$ cat src/rtl/lsu_mem_initiator_pkg.sv
// Shared definitions for the LSU data-memory initiator: memory part encodings,
// RV32I load/store funct3 values, FSM states and request classification helpers.
package lsu_mem_initiator_pkg;

  typedef enum logic [1:0] {
    ST_IDLE = 2'd0,
    ST_ACC  = 2'd1,
    ST_DONE = 2'd2
  } state_e;

  // How a legal request is carried out on the memory port
  typedef enum logic [1:0] {
    PLAN_NATIVE   = 2'd0,  // single access with native size
    PLAN_LD_SPLIT = 2'd1,  // two aligned word reads, reassembled
    PLAN_ST_SPLIT = 2'd2   // ascending byte writes
  } plan_e;

  // read_part encodings understood by the data memory
  localparam logic [2:0] RP_WORD   = 3'd0;
  localparam logic [2:0] RP_HALF_S = 3'd1;
  localparam logic [2:0] RP_HALF_U = 3'd2;
  localparam logic [2:0] RP_BYTE_S = 3'd3;
  localparam logic [2:0] RP_BYTE_U = 3'd4;

  // write_part encodings understood by the data memory
  localparam logic [1:0] WP_WORD = 2'd0;
  localparam logic [1:0] WP_HALF = 2'd1;
  localparam logic [1:0] WP_BYTE = 2'd2;

  // RV32I load/store funct3 values (stores use only B/H/W)
  localparam logic [2:0] F3_B  = 3'b000;
  localparam logic [2:0] F3_H  = 3'b001;
  localparam logic [2:0] F3_W  = 3'b010;
  localparam logic [2:0] F3_BU = 3'b100;
  localparam logic [2:0] F3_HU = 3'b101;

  function automatic logic f3_legal(input logic we, input logic [2:0] f3);
    logic ok;
    case (f3)
      F3_B, F3_H, F3_W: ok = 1'b1;
      F3_BU, F3_HU:     ok = ~we;
      default:          ok = 1'b0;
    endcase
    return ok;
  endfunction

  // Halves must sit on even addresses and words on multiples of four
  function automatic logic is_misaligned(input logic [2:0] f3, input logic [1:0] off);
    logic mis;
    case (f3[1:0])
      2'b01:   mis = off[0];
      2'b10:   mis = (off != 2'b00);
      default: mis = 1'b0;
    endcase
    return mis;
  endfunction

  function automatic logic [2:0] native_rp(input logic [2:0] f3);
    logic [2:0] rp;
    case (f3)
      F3_B:    rp = RP_BYTE_S;
      F3_BU:   rp = RP_BYTE_U;
      F3_H:    rp = RP_HALF_S;
      F3_HU:   rp = RP_HALF_U;
      default: rp = RP_WORD;
    endcase
    return rp;
  endfunction

  function automatic logic [1:0] native_wp(input logic [2:0] f3);
    logic [1:0] wp;
    case (f3[1:0])
      2'b00:   wp = WP_BYTE;
      2'b01:   wp = WP_HALF;
      default: wp = WP_WORD;
    endcase
    return wp;
  endfunction

endpackage

$ cat src/rtl/lsu_mem_initiator_if.sv
// Pipeline request/response handshake plus the data-memory port of the LSU.
// master = the LSU initiator; slave = the pipeline/memory environment.
interface lsu_mem_initiator_if #(parameter int ADDR_W = 8) ();
  logic              req_valid;
  logic              req_ready;
  logic              req_we;
  logic [2:0]        req_funct3;
  logic [ADDR_W-1:0] req_addr;
  logic [31:0]       req_wdata;
  logic              resp_valid;
  logic [31:0]       resp_rdata;
  logic              resp_err;
  logic [2:0]        read_part;
  logic [1:0]        write_part;
  logic              MemRead;
  logic              MemWrite;
  logic [ADDR_W-1:0] address;
  logic [31:0]       data_in;
  logic [31:0]       data_out;

  modport master (
    input  req_valid, req_we, req_funct3, req_addr, req_wdata, data_out,
    output req_ready, resp_valid, resp_rdata, resp_err,
    output read_part, write_part, MemRead, MemWrite, address, data_in
  );

  modport slave (
    output req_valid, req_we, req_funct3, req_addr, req_wdata, data_out,
    input  req_ready, resp_valid, resp_rdata, resp_err,
    input  read_part, write_part, MemRead, MemWrite, address, data_in
  );
endinterface

$ cat src/rtl/lsu_load_align.sv
// Load data reassembly: picks the addressed bytes out of two consecutive
// memory words and sign- or zero-extends them according to funct3.
module lsu_load_align
  import lsu_mem_initiator_pkg::*;
(
  input  logic [31:0] w0_i,
  input  logic [31:0] w1_i,
  input  logic [1:0]  offset_i,
  input  logic [2:0]  funct3_i,
  output logic [31:0] rdata_o
);

  logic [63:0] shifted_s;

  // Shift the little-endian word pair down to the offset, then size/extend
  always_comb begin
    shifted_s = {w1_i, w0_i} >> {offset_i, 3'b000};
    case (funct3_i)
      F3_B:    rdata_o = {{24{shifted_s[7]}}, shifted_s[7:0]};
      F3_BU:   rdata_o = {24'd0, shifted_s[7:0]};
      F3_H:    rdata_o = {{16{shifted_s[15]}}, shifted_s[15:0]};
      F3_HU:   rdata_o = {16'd0, shifted_s[15:0]};
      default: rdata_o = shifted_s[31:0];
    endcase
  end

endmodule

$ cat src/rtl/lsu_mem_initiator.sv
// LSU data-memory initiator: accepts one load/store at a time, splits
// misaligned accesses into native memory accesses and returns a one-cycle
// response pulse. All bus outputs are registered; MemWrite is additionally
// gated by rst so a reset cycle never commits a byte.
module lsu_mem_initiator
  import lsu_mem_initiator_pkg::*;
#(
  parameter int ADDR_W      = 8,
  parameter bit MISALIGN_EN = 1'b1
) (
  input logic                  clk,
  input logic                  rst,
  lsu_mem_initiator_if.master  bus
);

  state_e            state_q, state_d;
  plan_e             plan_q, plan_d, in_plan_s, acc_plan_s;
  logic [1:0]        k_q, k_d, last_q, last_d, in_last_s, acc_j_s;
  logic              we_q, we_d, in_mis_s, in_err_s;
  logic [2:0]        f3_q, f3_d, acc_f3_s;
  logic [ADDR_W-1:0] addr_q, addr_d, acc_base_s, acc_addr_s;
  logic [31:0]       wdata_q, wdata_d, acc_wdata_s, acc_din_s, acc_shift_s;
  logic [31:0]       buf0_q, buf0_d, align_w0_s, align_rdata_s;
  logic [2:0]        acc_rp_s;
  logic [1:0]        acc_wp_s;
  logic              req_ready_q, req_ready_d, resp_valid_q, resp_valid_d;
  logic              resp_err_q, resp_err_d, mem_read_q, mem_read_d, mem_write_q, mem_write_d;
  logic [31:0]       resp_rdata_q, resp_rdata_d, data_in_q, data_in_d;
  logic [ADDR_W-1:0] address_q, address_d;
  logic [2:0]        read_part_q, read_part_d;
  logic [1:0]        write_part_q, write_part_d;

  // Classify the incoming request: legality, alignment, plan and last access index
  always_comb begin
    in_mis_s  = is_misaligned(bus.req_funct3, bus.req_addr[1:0]);
    in_err_s  = ~f3_legal(bus.req_we, bus.req_funct3) | (in_mis_s & ~MISALIGN_EN);
    in_plan_s = PLAN_NATIVE;
    in_last_s = 2'd0;
    if (in_mis_s) begin
      if (bus.req_we) begin
        in_plan_s = PLAN_ST_SPLIT;
        in_last_s = (bus.req_funct3[1:0] == 2'b01) ? 2'd1 : 2'd3;
      end else begin
        in_plan_s = PLAN_LD_SPLIT;
        in_last_s = 2'd1;
      end
    end else begin
      in_plan_s = PLAN_NATIVE;
    end
  end

  // Choose which access to prepare next: access 0 of a new request, or k+1 of the current one
  always_comb begin
    if (state_q == ST_IDLE) begin
      acc_j_s     = 2'd0;
      acc_plan_s  = in_plan_s;
      acc_base_s  = bus.req_addr;
      acc_wdata_s = bus.req_wdata;
      acc_f3_s    = bus.req_funct3;
    end else begin
      acc_j_s     = k_q + 2'd1;
      acc_plan_s  = plan_q;
      acc_base_s  = addr_q;
      acc_wdata_s = wdata_q;
      acc_f3_s    = f3_q;
    end
  end

  // Address, part encodings and write data of access j under the chosen plan
  always_comb begin
    acc_shift_s = acc_wdata_s >> {acc_j_s, 3'b000};
    case (acc_plan_s)
      PLAN_LD_SPLIT: begin
        acc_addr_s = {acc_base_s[ADDR_W-1:2], 2'b00} + (acc_j_s[0] ? ADDR_W'(3'd4) : ADDR_W'(1'b0));
        acc_rp_s   = RP_WORD;
        acc_wp_s   = WP_WORD;
        acc_din_s  = acc_wdata_s;
      end
      PLAN_ST_SPLIT: begin
        acc_addr_s = acc_base_s + ADDR_W'(acc_j_s);
        acc_rp_s   = RP_WORD;
        acc_wp_s   = WP_BYTE;
        acc_din_s  = {24'd0, acc_shift_s[7:0]};
      end
      default: begin
        acc_addr_s = acc_base_s;
        acc_rp_s   = native_rp(acc_f3_s);
        acc_wp_s   = native_wp(acc_f3_s);
        acc_din_s  = acc_wdata_s;
      end
    endcase
  end

  // The final word is still on data_out at the last access edge, so bypass it into the aligner
  always_comb begin
    align_w0_s = (k_q == 2'd0) ? bus.data_out : buf0_q;
  end

  lsu_load_align u_align (
    .w0_i     (align_w0_s),
    .w1_i     (bus.data_out),
    .offset_i ((plan_q == PLAN_LD_SPLIT) ? addr_q[1:0] : 2'b00),
    .funct3_i (f3_q),
    .rdata_o  (align_rdata_s)
  );

  // FSM next state and next values of all registered outputs
  always_comb begin
    state_d      = state_q;
    plan_d       = plan_q;
    k_d          = k_q;
    last_d       = last_q;
    we_d         = we_q;
    f3_d         = f3_q;
    addr_d       = addr_q;
    wdata_d      = wdata_q;
    buf0_d       = buf0_q;
    resp_valid_d = 1'b0;
    resp_rdata_d = resp_rdata_q;
    resp_err_d   = resp_err_q;
    mem_read_d   = 1'b0;
    mem_write_d  = 1'b0;
    address_d    = address_q;
    data_in_d    = data_in_q;
    read_part_d  = read_part_q;
    write_part_d = write_part_q;
    case (state_q)
      ST_IDLE: begin
        if (bus.req_valid) begin
          we_d    = bus.req_we;
          f3_d    = bus.req_funct3;
          addr_d  = bus.req_addr;
          wdata_d = bus.req_wdata;
          plan_d  = in_plan_s;
          last_d  = in_last_s;
          k_d     = 2'd0;
          if (in_err_s) begin
            state_d      = ST_DONE;
            resp_valid_d = 1'b1;
            resp_err_d   = 1'b1;
            resp_rdata_d = 32'd0;
          end else begin
            state_d      = ST_ACC;
            mem_read_d   = ~bus.req_we;
            mem_write_d  = bus.req_we;
            address_d    = acc_addr_s;
            read_part_d  = acc_rp_s;
            write_part_d = acc_wp_s;
            data_in_d    = acc_din_s;
          end
        end else begin
          state_d = ST_IDLE;
        end
      end
      ST_ACC: begin
        if (!we_q && (k_q == 2'd0)) begin
          buf0_d = bus.data_out;
        end else begin
          buf0_d = buf0_q;
        end
        if (k_q == last_q) begin
          state_d      = ST_DONE;
          resp_valid_d = 1'b1;
          resp_err_d   = 1'b0;
          resp_rdata_d = we_q ? 32'd0 : align_rdata_s;
        end else begin
          k_d          = k_q + 2'd1;
          mem_read_d   = ~we_q;
          mem_write_d  = we_q;
          address_d    = acc_addr_s;
          read_part_d  = acc_rp_s;
          write_part_d = acc_wp_s;
          data_in_d    = acc_din_s;
        end
      end
      ST_DONE: state_d = ST_IDLE;
      default: state_d = ST_IDLE;
    endcase
    req_ready_d = (state_d == ST_IDLE);
  end

  // State and output registers with synchronous reset
  always_ff @(posedge clk) begin
    if (rst) begin
      state_q      <= ST_IDLE;
      plan_q       <= PLAN_NATIVE;
      k_q          <= 2'd0;
      last_q       <= 2'd0;
      we_q         <= 1'b0;
      f3_q         <= 3'd0;
      addr_q       <= '0;
      wdata_q      <= 32'd0;
      buf0_q       <= 32'd0;
      req_ready_q  <= 1'b1;
      resp_valid_q <= 1'b0;
      resp_rdata_q <= 32'd0;
      resp_err_q   <= 1'b0;
      mem_read_q   <= 1'b0;
      mem_write_q  <= 1'b0;
      address_q    <= '0;
      data_in_q    <= 32'd0;
      read_part_q  <= 3'd0;
      write_part_q <= 2'd0;
    end else begin
      state_q      <= state_d;
      plan_q       <= plan_d;
      k_q          <= k_d;
      last_q       <= last_d;
      we_q         <= we_d;
      f3_q         <= f3_d;
      addr_q       <= addr_d;
      wdata_q      <= wdata_d;
      buf0_q       <= buf0_d;
      req_ready_q  <= req_ready_d;
      resp_valid_q <= resp_valid_d;
      resp_rdata_q <= resp_rdata_d;
      resp_err_q   <= resp_err_d;
      mem_read_q   <= mem_read_d;
      mem_write_q  <= mem_write_d;
      address_q    <= address_d;
      data_in_q    <= data_in_d;
      read_part_q  <= read_part_d;
      write_part_q <= write_part_d;
    end
  end

  assign bus.req_ready  = req_ready_q;
  assign bus.resp_valid = resp_valid_q;
  assign bus.resp_rdata = resp_rdata_q;
  assign bus.resp_err   = resp_err_q;
  assign bus.MemRead    = mem_read_q;
  assign bus.MemWrite   = mem_write_q & ~rst;
  assign bus.address    = address_q;
  assign bus.data_in    = data_in_q;
  assign bus.read_part  = read_part_q;
  assign bus.write_part = write_part_q;

endmodule

$ cat src/flat_wrapper.sv
// flat-port wrapper written by rule: the top's interface ports become plain ports
module lsu_mem_initiator_flat import lsu_mem_initiator_pkg::*;
#(
  parameter int ADDR_W      = 8,
  parameter bit MISALIGN_EN = 1'b1
)
  (clk, rst, bus_req_valid, bus_req_we, bus_req_funct3, bus_req_addr, bus_req_wdata, bus_data_out, bus_req_ready, bus_resp_valid, bus_resp_rdata, bus_resp_err, bus_read_part, bus_write_part, bus_MemRead, bus_MemWrite, bus_address, bus_data_in);
  lsu_mem_initiator_if #(.ADDR_W(ADDR_W)) bus_i ();
  input logic clk;
  input logic rst;
  input wire logic [$bits(bus_i.req_valid)-1:0] bus_req_valid;
  input wire logic [$bits(bus_i.req_we)-1:0] bus_req_we;
  input wire logic [$bits(bus_i.req_funct3)-1:0] bus_req_funct3;
  input wire logic [$bits(bus_i.req_addr)-1:0] bus_req_addr;
  input wire logic [$bits(bus_i.req_wdata)-1:0] bus_req_wdata;
  input wire logic [$bits(bus_i.data_out)-1:0] bus_data_out;
  output wire logic [$bits(bus_i.req_ready)-1:0] bus_req_ready;
  output wire logic [$bits(bus_i.resp_valid)-1:0] bus_resp_valid;
  output wire logic [$bits(bus_i.resp_rdata)-1:0] bus_resp_rdata;
  output wire logic [$bits(bus_i.resp_err)-1:0] bus_resp_err;
  output wire logic [$bits(bus_i.read_part)-1:0] bus_read_part;
  output wire logic [$bits(bus_i.write_part)-1:0] bus_write_part;
  output wire logic [$bits(bus_i.MemRead)-1:0] bus_MemRead;
  output wire logic [$bits(bus_i.MemWrite)-1:0] bus_MemWrite;
  output wire logic [$bits(bus_i.address)-1:0] bus_address;
  output wire logic [$bits(bus_i.data_in)-1:0] bus_data_in;
  assign bus_i.req_valid = bus_req_valid;
  assign bus_i.req_we = bus_req_we;
  assign bus_i.req_funct3 = bus_req_funct3;
  assign bus_i.req_addr = bus_req_addr;
  assign bus_i.req_wdata = bus_req_wdata;
  assign bus_i.data_out = bus_data_out;
  assign bus_req_ready = bus_i.req_ready;
  assign bus_resp_valid = bus_i.resp_valid;
  assign bus_resp_rdata = bus_i.resp_rdata;
  assign bus_resp_err = bus_i.resp_err;
  assign bus_read_part = bus_i.read_part;
  assign bus_write_part = bus_i.write_part;
  assign bus_MemRead = bus_i.MemRead;
  assign bus_MemWrite = bus_i.MemWrite;
  assign bus_address = bus_i.address;
  assign bus_data_in = bus_i.data_in;
  lsu_mem_initiator #(.ADDR_W(ADDR_W), .MISALIGN_EN(MISALIGN_EN)) u_core (.clk(clk), .rst(rst), .bus(bus_i));
endmodule
$ cat config.mk
export PLATFORM = sky130hd
export DESIGN_NAME = lsu_mem_initiator_flat
export DESIGN_NICKNAME = d
export VERILOG_FILES = /design/src/rtl/lsu_mem_initiator_pkg.sv /design/src/rtl/lsu_mem_initiator_if.sv /design/src/rtl/lsu_load_align.sv /design/src/rtl/lsu_mem_initiator.sv /design/src/flat_wrapper.sv
export SDC_FILE = /design/constraint.sdc
export NUM_CORES = 1
export LEC_CHECK = 0
export ABC_AREA = 1
export CAP_MARGIN = 40
export CORE_MARGIN = 10
export CORE_UTILIZATION = 50
export CTS_BUF_LIST = sky130_fd_sc_hd__clkbuf_4
export CTS_CLUSTER_SIZE = 40
export DETAILED_ROUTE_END_ITERATION = 6
export PLACE_DENSITY = 0.77
export SETUP_SLACK_MARGIN = 0.05
export SLEW_MARGIN = 0
export SYNTH_ARGS = -nofsm -noshare
export SYNTH_HDL_FRONTEND = slang
export SYNTH_HIERARCHICAL = 1
export SYNTH_SLANG_ARGS = --single-unit
export TNS_END_PERCENT = 10
$ cat constraint.sdc
create_clock -name clk -period 4.25 [get_ports clk]
set_clock_uncertainty 0.05 [all_clocks]
set_input_delay 0.6375 -clock clk [delete_from_list [all_inputs] [get_ports clk]]
set_output_delay 0.6375 -clock clk [all_outputs]
set_load 0.05 [all_outputs]
After elaboration in Yosys (flattened, before gate mapping)
Cells that the tools add are included.
{"block": "totals", "out_inout_bits": 82, "elab_cells": 136, "reg_bits": 166}
{"block": "op_classes", "mux": 66, "n_eq_ne": 23, "shifts": 2, "bitwise": 4, "reduce_logical": 19, "add_sub_neg": 3}
{"operator": "$mux 32", "count": 10}
{"operator": "$pmux 32 s2", "count": 2}
{"operator": "$pmux 32 s4", "count": 1}
{"operator": "$shr 64x5->32", "count": 1}
{"operator": "$mux 2", "count": 16}
{"operator": "$mux 8", "count": 4}
{"operator": "$pmux 8 s2", "count": 2}
{"operator": "$shr 32x5->8", "count": 1}
{"operator": "$pmux 2 s2", "count": 5}
{"operator": "$eq 3x3->1 const B", "count": 6}
{"operator": "$mux 3", "count": 6}
{"operator": "$mux 1", "count": 12}
{"operator": "$pmux 1 s2", "count": 6}
{"operator": "$pmux 3 s4", "count": 1}
{"operator": "$eq 2x1->1 const B", "count": 5}
{"operator": "$eq 3x1->1 const B", "count": 3}
{"operator": "$logic_not 3->1", "count": 3}
{"operator": "$add 8x2->8", "count": 1}
{"operator": "$add 8x8->8", "count": 1}
{"operator": "$logic_not 2->1", "count": 4}
{"operator": "$reduce_and 4->1", "count": 2}
{"operator": "$ne 2x2->1 const B", "count": 3}
{"operator": "$pmux 3 s2", "count": 1}
{"operator": "$eq 2x2->1 const B", "count": 2}
{"operator": "other kinds (13)", "count": 19}

Depth between registers and ports, before layout
{"block": "logic_depth", "ltp_word": 10, "mapped_depth": 17, "mapped_depth_nobuf": 15}

Cells and area by module
Netlist, hierarchy kept.
{"module": "lsu_mem_initiator", "seq_area_each_um2": 3323.2, "cells_per_inst": 1107, "n_inst": 1, "area_per_inst_um2": 7666.1}
{"module": "lsu_load_align", "seq_area_each_um2": 0.0, "cells_per_inst": 232, "n_inst": 1, "area_per_inst_um2": 1303.8}

Worst setup path after synthesis
OpenSTA, ideal clock, no wires.
{"block": "synth_path", "path_kind": "input to register", "start": "in bus_req_funct3[0]", "end": "reg u_core.address_q[6] (netlist: u_core/bus.address[6])", "slack_ps": 1677, "arrival_time_ps": 2453, "setup_time_ps": 70, "stages": 16, "t_required_ps": 4130, "n_path_buf": 1, "cell_sequence": "inv_1 -> ha_1 -> o21ai_0 -> nor2_1 -> inv_1 -> nor2_1 -> o21bai_1 -> ha_1 -> clkbuf_1 -> inv_1 -> nand2_1 -> o32ai_1 -> nand2_1 -> nand2_1 -> nand2_1 -> a21oi_1"}
{"block": "synth_between", "elab_chain_len": 9, "elab_cells_between_ends": 22, "cone_classes": "eq/ne: 9; mux: 9; reduce/logical: 4"}
{"item": "from (decl)", "line_no": "flat_wrapper.sv:13", "source": "input wire logic [$bits(bus_i.req_funct3)-1:0] bus_req_funct3;"}
{"item": "$eq 2x2->1 / $eq 2x1->1 (equally long branches)", "line_no": "lsu_mem_initiator_pkg.sv:50", "source": "case (f3[1:0])"}
{"item": "$pmux 1 s2", "line_no": "lsu_mem_initiator_pkg.sv:50"}
{"item": "$mux 2", "line_no": "lsu_mem_initiator.sv:39", "source": "if (in_mis_s) begin"}
{"item": "$mux 2", "line_no": "lsu_mem_initiator.sv:54", "source": "if (state_q == ST_IDLE) begin"}
{"item": "$eq 2x2->1 / $eq 2x1->1 (equally long branches)", "line_no": "lsu_mem_initiator.sv:72", "source": "case (acc_plan_s)"}
{"item": "$pmux 8 s2", "line_no": "lsu_mem_initiator.sv:72"}
{"item": "$mux 8", "line_no": "lsu_mem_initiator.sv:137", "source": "if (in_err_s) begin"}
{"item": "$mux 8", "line_no": "lsu_mem_initiator.sv:129", "source": "if (bus.req_valid) begin"}
{"item": "$pmux 8 s2", "line_no": "lsu_mem_initiator.sv:127", "source": "case (state_q)"}
{"item": "to (signal assigned)", "line_no": "lsu_mem_initiator.sv:220", "source": "address_q <= address_d;"}
{"item": "to (decl)", "line_no": "lsu_mem_initiator.sv:29", "source": "logic [ADDR_W-1:0] address_q, address_d;"}
Several ways; a longest one is shown, not always the timed one. The select of a mux whose other input is x is not followed.
A chain may end at the register's enable or synchronous reset.

Final worst setup path
{"block": "layout_path", "start": "reg u_core.k_q[0]", "end": "reg u_core.resp_rdata_q[19] (netlist: u_core/bus.resp_rdata[19])"}
{"block": "layout_between", "elab_chain_len": 7, "elab_cells_between_ends": 10, "cone_classes": "eq/ne: 2; shift: 1; mux: 5; reduce/logical: 2"}
{"item": "from (decl)", "line_no": "lsu_mem_initiator.sv:18", "source": "logic [1:0] k_q, k_d, last_q, last_d, in_last_s, acc_j_s;"}
{"item": "from (signal assigned)", "line_no": "lsu_mem_initiator.sv:207", "source": "k_q <= k_d;"}
{"item": "$logic_not 2->1", "line_no": "lsu_mem_initiator.sv:96", "source": "align_w0_s = (k_q == 2'd0) ? bus.data_out : buf0_q;"}
{"item": "$mux 32", "line_no": "lsu_mem_initiator.sv:96"}
{"item": "net u_core.align_w0_s[31]", "line_no": "lsu_mem_initiator.sv:23", "source": "logic [31:0] buf0_q, buf0_d, align_w0_s, align_rdata_s;"}
{"item": "$shr 64x5->32", "line_no": "lsu_load_align.sv:17", "source": "shifted_s = {w1_i, w0_i} >> {offset_i, 3'b000};"}
{"item": "$pmux 32 s4", "line_no": "lsu_load_align.sv:18", "source": "case (funct3_i)"}
{"item": "net u_core.align_rdata_s[19]", "line_no": "lsu_mem_initiator.sv:23"}
{"item": "$mux 32", "line_no": "lsu_mem_initiator.sv:165", "source": "resp_rdata_d = we_q ? 32'd0 : align_rdata_s;"}
{"item": "$mux 32", "line_no": "lsu_mem_initiator.sv:161", "source": "if (k_q == last_q) begin"}
{"item": "$pmux 32 s2", "line_no": "lsu_mem_initiator.sv:127"}
{"item": "to (signal assigned)", "line_no": "lsu_mem_initiator.sv:216", "source": "resp_rdata_q <= resp_rdata_d;"}
{"item": "to (decl)", "line_no": "lsu_mem_initiator.sv:28", "source": "logic [31:0] resp_rdata_q, resp_rdata_d, data_in_q, data_in_d;"}
The timed path passes the listed nets, and every way through them passes these cells. The select of a mux whose other input is x is not followed.

==> flow_metrics.tcl <==
set metrics [dict create \
    postCtsHoldBufs 0 \
    drv_slew 0 \
    io_buffers 160 \
    drcViolationCount 0 \
    cts_tree "done" \
    drt-vias-per-instance 5.57 \
    async_flop_share_pct 0 \
    vias 9331 \
    synth_edf_count 0 \
    cp_slowest_stage_delay_ns 0.62 \
    syn_area_um2 8970 \
    gr-usage-met3_pct 5.83 \
    grt_max_degree 66 \
    setup_tns_ns 0 \
    whs_ns 0.409 \
    final_area_um2 10800 \
    setup_viol 0 \
    power_density_nw_per_um2 337 \
    dr.pass1.iters 6 \
    synth_area_per_cell_um2 6.70 \
    antenna_found_initial 1 \
    final_cells 1676 \
    cts.sinks 166 \
    path_class "register to register" \
    root_buffer "clkbuf_4" \
    detail-route-antenna-nets 0 \
    grtUsageMet1_pct 31.6 \
    gr-max-usage-layer "met2" \
    worst_ir_drop_vdd_v 0.000176 \
    max_freq_ghz 0.324 \
    period_share_pct 72.7 \
    synthesis.nets 1429 \
    cts_made_buffers 17 \
    hold_path_depth 2 \
    critical_path.top_delay_family "simple AND/OR/NAND/NOR gates" \
    p_switching_mw 1.28 \
    place_area_um2 10500 \
    overflow 0 \
    path_depth 11 \
    p_leak_nw 4.49 \
    combinationalPowerShare_pct 26.2 \
    ctsResizeCount 0 \
    grt_use_total_pct 22.9 \
    cp.required_ns 4.69 \
    clkPwrFrac_pct 26.2 \
    postCtsSetupBuffers 0 \
    die_area_um2 23700 \
    period_minus_slack_ns 3.09 \
    grt_pass1_wl_um 45600 \
    maxSlewHeadroom_pct 40.7 \
    clockBufferDepth 2 \
    dp_hpwl_um 20000 \
    power_mw 3.62 \
    wl_per_cell_um 16.8 \
    yosysSeqAreaShare_pct 37.0 \
    r2r_slack_ns 1.16 \
    p_sw_share_pct 35.4 \
    cp.arrival_ns 3.53 \
    setup_slack_ns 1.16 \
    num_rows 48 \
    crit_chain "inv_1 -> ha_1 -> inv_1 -> nand2_1 -> nand2_1 -> nand2_1 -> nand3_1 -> nand3_2 -> nand3_1 -> nand3_1 -> a21oi_1" \
    fin_util_pct 61.8 \
    start_kind "register" \
    placedCellCount 1643 \
    crit_buf_inv 2 \
    grt_util_met2_pct 34.5 \
    clk_latency_ns 0.56 \
    initial_utilization_pct 51.5 \
    die_y_um 154 \
    drive_above_1_share_pct 7.24 \
    place_ws_ns 0.859 \
    ys_types 45 \
    status "completed" \
    die_x_um 154 \
    slowest_stage "dfxtp_1" \
    clkTransAtPathRegs_ns 0.15 \
    power.internal_mw 2.34 \
    gp_congestion 0.921 \
    drt_iter0_markers 1170 \
    areaGrowthSynthToFinish_pct 19.9 \
    grt_pass1_vias 8424 \
    io_pins 161 \
    finalHoldViolations 0 \
    end_kind "register" \
    synth_ff_type "dfxtp_1" \
    layout.nets 1527 \
    fp.coreArea_um2 17400 \
    worstRegToRegCells 11 \
    cts_htree_levels 4 \
    totalWireLength_um 28100 \
    netlist_instances 1339 \
    tightest_slew_ns 0.888 \
    p_seq_share_pct 47.6 \
    maxCapViolations 0 \
    ys_warn_count 6 \
    synth-seq-cells 166 \
    rsz0062_at_grt "false" \
    min_path_type "register to register" \
    cp_max_fo 16 \
]
-- layer usage --
layer | wire (µm) | vias up
met5 | 0 | -
met4 | 490 | 0
met3 | 2390 | 34
met2 | 12600 | 371
met1 | 12600 | 4319
li1 | - | 4607
-- layout by cell type, fill, tap and decap left out, types with 17 or more instances in the layout --
cell type,instances
o21ai_0,126
inv_1,69
dfxtp_1,166
nand2_2,17
clkdlybuf4s50_1,159
a21oi_1,112
nor2_1,178
nand2_1,323
nand3_1,129
clkbuf_4,18
-- flip-flops by register name, summed over array words and instances, names as in the netlist --
register               count
u_core/bus.resp_valid      1
u_core/f3_q                3
u_core/bus.resp_rdata     32
u_core/we_q                1
u_core/bus.data_in        32
u_core/state_q             2
u_core/bus.req_ready       1
u_core/plan_q              2
u_core/addr_q              8
u_core/wdata_q            32
u_core/bus.resp_err        1
u_core/bus.write_part      2
u_core/bus.read_part       3
u_core/bus.address         8
u_core/k_q                 2
u_core/mem_write_q         1
u_core/bus.MemRead         1
u_core/buf0_q             32
u_core/last_q              2
-- worst paths after layout --
kind	start	endpoint
max reg2reg	u_core/k_q[0]	u_core/bus.resp_rdata[19]
min	u_core/wdata_q[18]	u_core/wdata_q[18]
min reg2reg	u_core/wdata_q[18]	u_core/wdata_q[18]
max	u_core/k_q[0]	u_core/bus.resp_rdata[19]
-- tightest hold or removal path: cells and delay by family, from the launching register on --
kind                   cells  cell delay [ns]
DFF                        1             0.33
AOI/OAI and AO/OA          1             0.05
buffers and inverters      1             0.05
-- synth_stat cells, types with 11 or more instances --
library cell	number	share of area [%]
a21oi_1	112	6.2
buf_2	26	1.5
buf_4	15	1.3
clkbuf_1	43	1.8
dfxtp_1	166	37
inv_1	70	2.9
nand2_1	324	14
nand2_2	16	1.1
nand3_1	129	7.2
nand3_2	15	1.7
nor2_1	178	7.4
o21ai_0	126	7.0
o22ai_1	11	0.77
-- logic make-up after synthesis --
| kind of cell | share of synthesized area (%) |
|---|---|
| buffers and inverters | 9.36 |
| flip-flops | 37.0 |
| AND/OR/NAND/NOR | 33.6 |
| XOR/XNOR | 0.293 |
| adder cells (fa/ha/maj) | 1.62 |
| AO/OA/AOI/OAI | 18.1 |
-- power by group through the flow --
stage	Clock (mW)	Combinational [mW]	Sequential, mW
detailed placement	0	0.936	1.76
global route	1.03	1.03	1.74
finish	0.947	0.949	1.72
floorplan	0	0.501	1.88
CTS	0.970	0.940	1.72
global placement	0	0.921	1.75
-- layout make-up --
type | count | area (µm²)
Fill cell | 1645 | 6660
Multi-Input combinational cell | 998 | 4820
Sequential cell | 166 | 3320
Timing Repair Buffer | 175 | 1750
Inverter | 79 | 297
Tap cell | 225 | 282
Clock inverter | 14 | 148
Clock buffer | 18 | 135
Antenna cell | 1 | 2.50
Power figures use the tool's default switching activity.
